--- config.mk ---
export PLATFORM = sky130hd
export DESIGN_NAME = rv32im_muldiv_unit
export DESIGN_NICKNAME = d
export VERILOG_FILES = /design/src/rtl/rv32im_muldiv_unit.sv
export SDC_FILE = /design/constraint.sdc
export NUM_CORES = 2
export LEC_CHECK = 0
export CAP_MARGIN = 20
export CELL_PAD_IN_SITES_DETAIL_PLACEMENT = 1
export CELL_PAD_IN_SITES_GLOBAL_PLACEMENT = 2
export CORE_MARGIN = 2
export CORE_UTILIZATION = 44
export CTS_CLUSTER_DIAMETER = 100
export DETAILED_ROUTE_END_ITERATION = 12
export PLACE_DENSITY_LB_ADDON = 0.1
export SLEW_MARGIN = 20
export SYNTH_ARGS = -nofsm -noshare
export SYNTH_HDL_FRONTEND = slang
export SYNTH_SLANG_ARGS = --single-unit
--- constraint.sdc ---
create_clock -name clk -period 13.5 [get_ports clk]
set_input_delay 4.05 -clock clk [delete_from_list [all_inputs] [get_ports clk]]
set_output_delay 4.05 -clock clk [all_outputs]
set_load 0.02 [all_outputs]
--- src/rtl/rv32im_muldiv_unit.sv ---
// rv32im_muldiv_unit: multi-cycle RV32M multiply/divide unit beside the EX-stage ALU.
// Single-cycle multiply, restoring divide (1 bit/cycle), registered result with a one-cycle valid pulse.
module rv32im_muldiv_unit #(
  parameter int WIDTH = 32
) (
  input  logic             clk,
  input  logic             rst_n,
  input  logic             i_valid,
  input  logic [6:0]       i_opcode,
  input  logic [2:0]       i_funct3,
  input  logic [6:0]       i_funct7,
  input  logic [WIDTH-1:0] i_rs1_data,
  input  logic [WIDTH-1:0] i_rs2_data,
  input  logic             i_flush,
  output logic             o_ready,
  output logic             o_busy,
  output logic             o_valid,
  output logic [WIDTH-1:0] o_result
);
  localparam int CW = $clog2(WIDTH);

  typedef enum logic [1:0] {S_IDLE, S_MUL, S_DIV, S_DONE} state_t;

  state_t           r_state;
  logic [2:0]       r_op;
  logic [WIDTH-1:0] r_a;
  logic [WIDTH-1:0] r_b;
  logic [WIDTH-1:0] r_rem;
  logic [CW-1:0]    r_cnt;
  logic             r_negq;
  logic             r_negr;
  logic [WIDTH-1:0] r_result;

  logic                 w_accept;
  logic                 w_sa;
  logic                 w_sb;
  logic                 w_div0;
  logic                 w_ovf;
  logic [WIDTH-1:0]     w_spec_res;
  logic [WIDTH-1:0]     w_abs_a;
  logic [WIDTH-1:0]     w_abs_b;
  logic signed [WIDTH:0] w_ae;
  logic signed [WIDTH:0] w_be;
  logic [2*WIDTH-1:0]   w_prod;
  logic [WIDTH:0]       w_sh;
  logic [WIDTH:0]       w_sub;
  logic [WIDTH-1:0]     w_q;
  logic [WIDTH-1:0]     w_r;
  logic [WIDTH-1:0]     w_div_res;

  assign w_accept = i_valid & (r_state == S_IDLE) & (i_opcode == 7'b0110011) & (i_funct7 == 7'b0000001);

  // Signed divide ops (DIV/REM) have funct3[0]==0.
  assign w_div0     = (i_rs2_data == '0);
  assign w_ovf      = ~i_funct3[0] & (i_rs1_data == {1'b1, {(WIDTH-1){1'b0}}}) & (&i_rs2_data);
  assign w_spec_res = w_div0 ? (i_funct3[1] ? i_rs1_data : '1) : (i_funct3[1] ? '0 : i_rs1_data);
  assign w_abs_a    = (~i_funct3[0] & i_rs1_data[WIDTH-1]) ? -i_rs1_data : i_rs1_data;
  assign w_abs_b    = (~i_funct3[0] & i_rs2_data[WIDTH-1]) ? -i_rs2_data : i_rs2_data;

  // MULH/MULHSU sign-extend A; only MULH sign-extends B.
  assign w_sa   = (r_op[1:0] == 2'b01) | (r_op[1:0] == 2'b10);
  assign w_sb   = (r_op[1:0] == 2'b01);
  assign w_ae   = {w_sa & r_a[WIDTH-1], r_a};
  assign w_be   = {w_sb & r_b[WIDTH-1], r_b};
  assign w_prod = (2*WIDTH)'(w_ae * w_be);

  assign w_sh      = {r_rem, r_a[WIDTH-1]};
  assign w_sub     = w_sh - {1'b0, r_b};
  assign w_q       = {r_a[WIDTH-2:0], ~w_sub[WIDTH]};
  assign w_r       = w_sub[WIDTH] ? w_sh[WIDTH-1:0] : w_sub[WIDTH-1:0];
  assign w_div_res = r_op[1] ? (r_negr ? -w_r : w_r) : (r_negq ? -w_q : w_q);

  always_ff @(posedge clk or negedge rst_n) begin
    if (!rst_n) begin
      r_state  <= S_IDLE;
      r_op     <= '0;
      r_a      <= '0;
      r_b      <= '0;
      r_rem    <= '0;
      r_cnt    <= '0;
      r_negq   <= 1'b0;
      r_negr   <= 1'b0;
      r_result <= '0;
    end else if (i_flush) begin
      r_state <= S_IDLE;
    end else begin
      case (r_state)
        S_IDLE: if (w_accept) begin
          r_op <= i_funct3;
          if (!i_funct3[2]) begin
            r_a     <= i_rs1_data;
            r_b     <= i_rs2_data;
            r_state <= S_MUL;
          end else if (w_div0 | w_ovf) begin
            r_result <= w_spec_res;
            r_state  <= S_DONE;
          end else begin
            r_a     <= w_abs_a;
            r_b     <= w_abs_b;
            r_rem   <= '0;
            r_cnt   <= CW'(WIDTH-1);
            r_negq  <= ~i_funct3[0] & (i_rs1_data[WIDTH-1] ^ i_rs2_data[WIDTH-1]);
            r_negr  <= ~i_funct3[0] & i_rs1_data[WIDTH-1];
            r_state <= S_DIV;
          end
        end
        S_MUL: begin
          r_result <= (r_op[1:0] == 2'b00) ? w_prod[WIDTH-1:0] : w_prod[2*WIDTH-1:WIDTH];
          r_state  <= S_DONE;
        end
        S_DIV: begin
          r_a   <= w_q;
          r_rem <= w_r;
          r_cnt <= r_cnt - CW'(1);
          if (r_cnt == '0) begin
            r_result <= w_div_res;
            r_state  <= S_DONE;
          end
        end
        default: r_state <= S_IDLE;
      endcase
    end
  end

  assign o_ready  = (r_state == S_IDLE);
  assign o_busy   = (r_state == S_MUL) | (r_state == S_DIV);
  assign o_valid  = (r_state == S_DONE);
  assign o_result = r_result;
endmodule

======== Word-level counts from Yosys, hierarchy flattened ========
Index checks and enable logic that the tools add are counted.
word-level totals
  word-level logic and storage cells ...... 100
  bits in registers ....................... 139
operators by class
  add/subtract/negate cells ............... 6
  eq/ne operators ......................... 17
  bitwise gates (word level) .............. 18
  multiply operators ...................... 1
  mux-type cells .......................... 35
  reductions and logical operators ........ 14
operators by type and width
  cell                                                 number
  2-to-1 mux 32 bit                                    22
  negator 32 bit                                       4
  case mux 32 bit (2 select lines)                     2
  case mux 32 bit (3 select lines)                     1
  multiplier 33 x 33 -> 64 bit                         1
  subtractor 33 x 32 -> 33 bit                         1
  equality test 32 bit, second input constant          1
  zero test 32 bit                                     1
  AND reduction 32 bit                                 1
  2-to-1 mux 5 bit                                     3
  AND 1 bit                                            10
  case mux 5 bit (2 select lines)                      1
  AND reduction 5 bit                                  2
  2-to-1 mux 2 bit                                     4
  inequality test 2 bit, second input constant         4
  AND reduction 4 bit                                  2
  equality test 7 x 1 -> 1 bit, second input constant  1
  equality test 7 x 6 -> 1 bit, second input constant  1
  equality test 2 bit, second input constant           3
  inequality test 3 bit, second input constant         2
  case mux 2 bit (3 select lines)                      1
  AND reduction 6 bit                                  1
  zero test 5 bit                                      1
  subtractor 5 x 1 -> 5 bit, second input constant     1
  12 further kinds                                     20

======== Longest topological paths before layout ========
  depth after elaboration ................. 9
  gate-level depth with buffers ........... 35
  depth with buffers taken out ............ 31

======== Worst setup path before layout ========
Ideal clock, no wire load.
  path kind ............................... register to register
  start point ............................. register r_op[1]
  end point ............................... register r_result[22], in the netlist o_result[22]
  data arrival time ....................... 8,678 ps
  setup slack ............................. 4,695 ps
  setup time .............................. 127 ps
  stages on the path, launching flop included .. 31
  path buffers ............................ 3
  cells stage by stage .................... dfrtp_1 > clkbuf_1 > inv_1 > clkbuf_1 > ha_1 > and2_0 > clkbuf_1 > nand2_1 > inv_1 > fa_1 > fa_1 > fa_1 > fa_1 > inv_1 > fa_1 > inv_1 > fa_1 > inv_1 > fa_1 > fa_1 > inv_1 > ha_1 > a21o_1 > or2_2 > a2111o_1 > a31oi_1 > nor2_1 > a21boi_0 > xnor2_1 > a221oi_1 > nor3_2
between the ends
  longest elaborated chain between the ends .. 6
  elaborated cells between the ends (all ways) .. 11
ends and longest elaborated chain
  what                                                                 RTL line  source
  start: declaration                                                   25        logic [2:0] r_op;
  start signal: assignment                                             89        r_op <= i_funct3;
  equality test 2 x 1 -> 1 bit or equality test 2 bit (tied branches)  61, 62
  OR 1 bit                                                             61        assign w_sa = (r_op[1:0] == 2'b01) | (r_op[1:0] == 2'b10);
  AND 1 bit                                                            63        assign w_ae = {w_sa & r_a[WIDTH-1], r_a};
  multiplier 33 x 33 -> 64 bit                                         65        assign w_prod = (2*WIDTH)'(w_ae * w_be);
  2-to-1 mux 32 bit                                                    108       r_result <= (r_op[1:0] == 2'b00) ? w_prod[WIDTH-1:0] : w_prod[2*WIDTH-1:WIDTH];
  case mux 32 bit (3 select lines) (*)                                 87        case (r_state)
  end signal: assignment                                               95        r_result <= w_spec_res;
  end signal: assignment                                               108
  end signal: assignment                                               116       r_result <= w_div_res;
  end: declaration                                                     32        logic [WIDTH-1:0] r_result;
Mark *: on every way between the ends. The rest lies on a longest branch, timed or not. The select of a mux whose other input is x is not followed.
A chain may end at the register's enable or synchronous reset.

======== Worst setup path in the final report ========
  start point ............................. register r_op[1]
  end point ............................... register r_result[29], in the netlist o_result[29]
The elaborated chain is that of the path after synthesis.

==> impl_metrics.tcl <==
set metrics [dict create \
    ys.flop_type "dfrtp_1" \
    fin_nets 7372 \
    drv_cap 0 \
    finalCritPeriodShare 0.812 \
    period_minus_slack_ns 10.96 \
    ys_types 97 \
    coreArea_um2 116000 \
    viasPerCell 5.69 \
    final_antenna_net_count 0 \
    synth.most_common_cell "inv_1" \
    cp_top_family "adder cells" \
    ir_worst_vdd_mv 0.0954 \
    power_leakage_nw 24.6 \
    finalSetupViolCount 0 \
    rsz0062_at_grt "false" \
    io_pins 120 \
    crit_fanout 19 \
    clock.fmax_mhz 91.3 \
    hpwl_um 154000 \
    drc 0 \
    multi_input_area_um2 41700 \
    synth_seq_area_share 0.0678 \
    synth.largest_area_cell "fa_1" \
    worst_slack_ns 2.54 \
    dr_total_vias 42379 \
    area_growth_pct 6.00 \
    syn_area_um2 51300 \
    start_kind "flip-flop" \
    crit_type "flip-flop to flip-flop" \
    layout-drive-gt1-share 0.0367 \
    synthCells 6038 \
    gp_congestion 0.956 \
    hold_class "flip-flop to flip-flop" \
    synth_top_area_share 0.440 \
    final_util 0.469 \
    seq_area_um2 3500 \
    cp.required_ns 13.88 \
    rows 125 \
    antenna_found_initial 18 \
    cpPeakStageDelay_ns 0.86 \
    cts_sinks 139 \
    clk_latency_ns 0.46 \
    htree_levels 4 \
    synth-async-reset-ratio 1.00 \
    overflow 0 \
    postCtsSetupBuffers 0 \
    placed_area_um2 53800 \
    synth.area.top_cells "fa_1 44%, inv_1 9.1%, nand2_1 7.6%, dfrtp_1 6.8%, ha_1 6.3%" \
    grt_pass1_wl_um 294000 \
    clockBufferDepth 2 \
    cts_root_buf "clkbuf_16" \
    cp_slowest_cell "and2_0" \
    worst_pin_slew_ns 1.15 \
    die_y_um 345 \
    tritoncts "yes" \
    power_w 0.00139 \
    synth.avg_cell_area_um2 8.49 \
    fin_skew_ns 0.0130 \
    max_slew_margin 0.231 \
    final-hold-violation-count 0 \
    path_clk_slew_ns 0.07 \
    die_area_um2 119000 \
    synth_edf_count 0 \
    critical-path-top-cell-by-count "fa_1" \
    slew_viol_final 0 \
    post_drt_wl_per_cell_um 25.7 \
    fill_cells 13702 \
    die_x_um 345 \
    arrival_ns 11.33 \
    ys.warnings.count 0 \
    numCtsBuffers 17 \
    start_util 0.443 \
    synth_common_cells "1245 x inv_1, 1126 x fa_1, 1034 x nand2_1" \
    power_density_nw_per_um2 25.5 \
    ys_ff_latch 139 \
    io_buffers 119 \
    worst-path-buf-inv 7 \
    drt_iter0_markers 2936 \
    final_area_um2 54400 \
    outcome "complete, no violations" \
    grt_usage 0.328 \
    tns_ns 0 \
    syn-num-nets 7507 \
    grt_pass1_vias 45997 \
    postCtsResizedCells 0 \
    totalWireLength_um 192000 \
    pre_cts_slack_ns 2.79 \
    drtPass1Iterations 5 \
    ctsHoldBuffers 0 \
    grt_max_degree 90 \
    cp-end-kind "flip-flop" \
]
==> path summary, 6_finish.rpt <==
| path | start | end | slack (ns) | cells after the start |
|---|---|---|---|---|
| worst max-delay path | r_op[1] | o_result[29] | 2.54 | 29 |
| worst min-delay path | o_result[0] | o_result[0] | 0.48 | 2 |
| worst max register to register | r_op[1] | o_result[29] | 2.54 | 29 |
| worst min register to register | o_result[0] | o_result[0] | 0.48 | 2 |
| max in group asynchronous | rst_n | r_a[16] | 8.48 | 2 |
| min in group asynchronous | rst_n | r_cnt[3] | 3.67 | 1 |
==> flip-flops by register name, summed over array words and instances (netlist names), 2 cells and up <==
register and flops:
r_cnt 5, r_a 32, o_result 32, r_op 2
r_state 2, r_b 32, r_rem 32
==> layout make-up <==
class,count,share of cell area
well taps,1524,0.0351
repair buffers,220,0.0359
diodes,6,0.000276
clock buffers,18,0.00789
inverters,1249,0.0862
flip-flops and latches,139,0.0643
clock inverters,12,0.00278
multi-input cells,4276,0.768
==> metal layers <==
metal  GRT usage  share of wire  vias up
li1            -              -    18162
met1       0.450           0.43    22643
met2       0.542           0.48     1300
met3      0.0436          0.060      268
met4      0.0953          0.032        6
met5           0        0.00018        -
==> worst register-to-register path, delay by kind of cell (launching register included) <==
family,cells,cell delay [ns]
AOI/OAI and AO/OA,5,1.78
xor gates and xnor gates,1,0.17
adders and majority gates,10,4.99
buffers and inverters,7,1.54
DFF,1,0.80
and+or+nand+nor,6,1.59
==> metrics by stage <==
stage | hold WS, ns | instances
2_1_floorplan | 0.468 | 6038
3_3_place_gp | 0.465 | 7408
3_5_place_dp | 0.474 | 7408
4_1_cts | 0.486 | 7438
5_1_grt | 0.518 | 7440
6_report | 0.483 | 7444
==> kinds of logic (layout without fill, tap and decap cells) <==
| logic type | count (synthesis) | count (layout) | synth area share |
|---|---|---|---|
| buf+inv | 1623 | 1499 | 0.119 |
| other cells | 0 | 6 | 0 |
| compound gates | 774 | 774 | 0.0984 |
| fa+ha+maj | 1415 | 1415 | 0.508 |
| flops | 139 | 139 | 0.0678 |
| xor+xnor | 190 | 190 | 0.0324 |
| simple gates | 1861 | 1861 | 0.167 |
| mux | 36 | 36 | 0.00715 |
==> power breakdown <==
part	internal, W	switching, W
registers	0.000432	0.0000359
logic	0.000125	0.000287
clock network	0.000288	0.000218
==> cells in the final DEF (no fill, tap or decap), types with 43 or more instances in the layout <==
cell type and instances:
and3_1 43, inv_1 1244, a21oi_1 191, a21o_1 44, nor2_1 215, dfrtp_1 125
and2_1 247, xnor2_1 118, nand3_1 49, o21ai_0 218, buf_4 101, ha_1 257
o31ai_1 54, nand2_1 1032, nor3_1 63, clkdlybuf4s50_1 118, xor2_1 72, fa_1 1125
No activity file was read; power rests on OpenSTA's default activity.
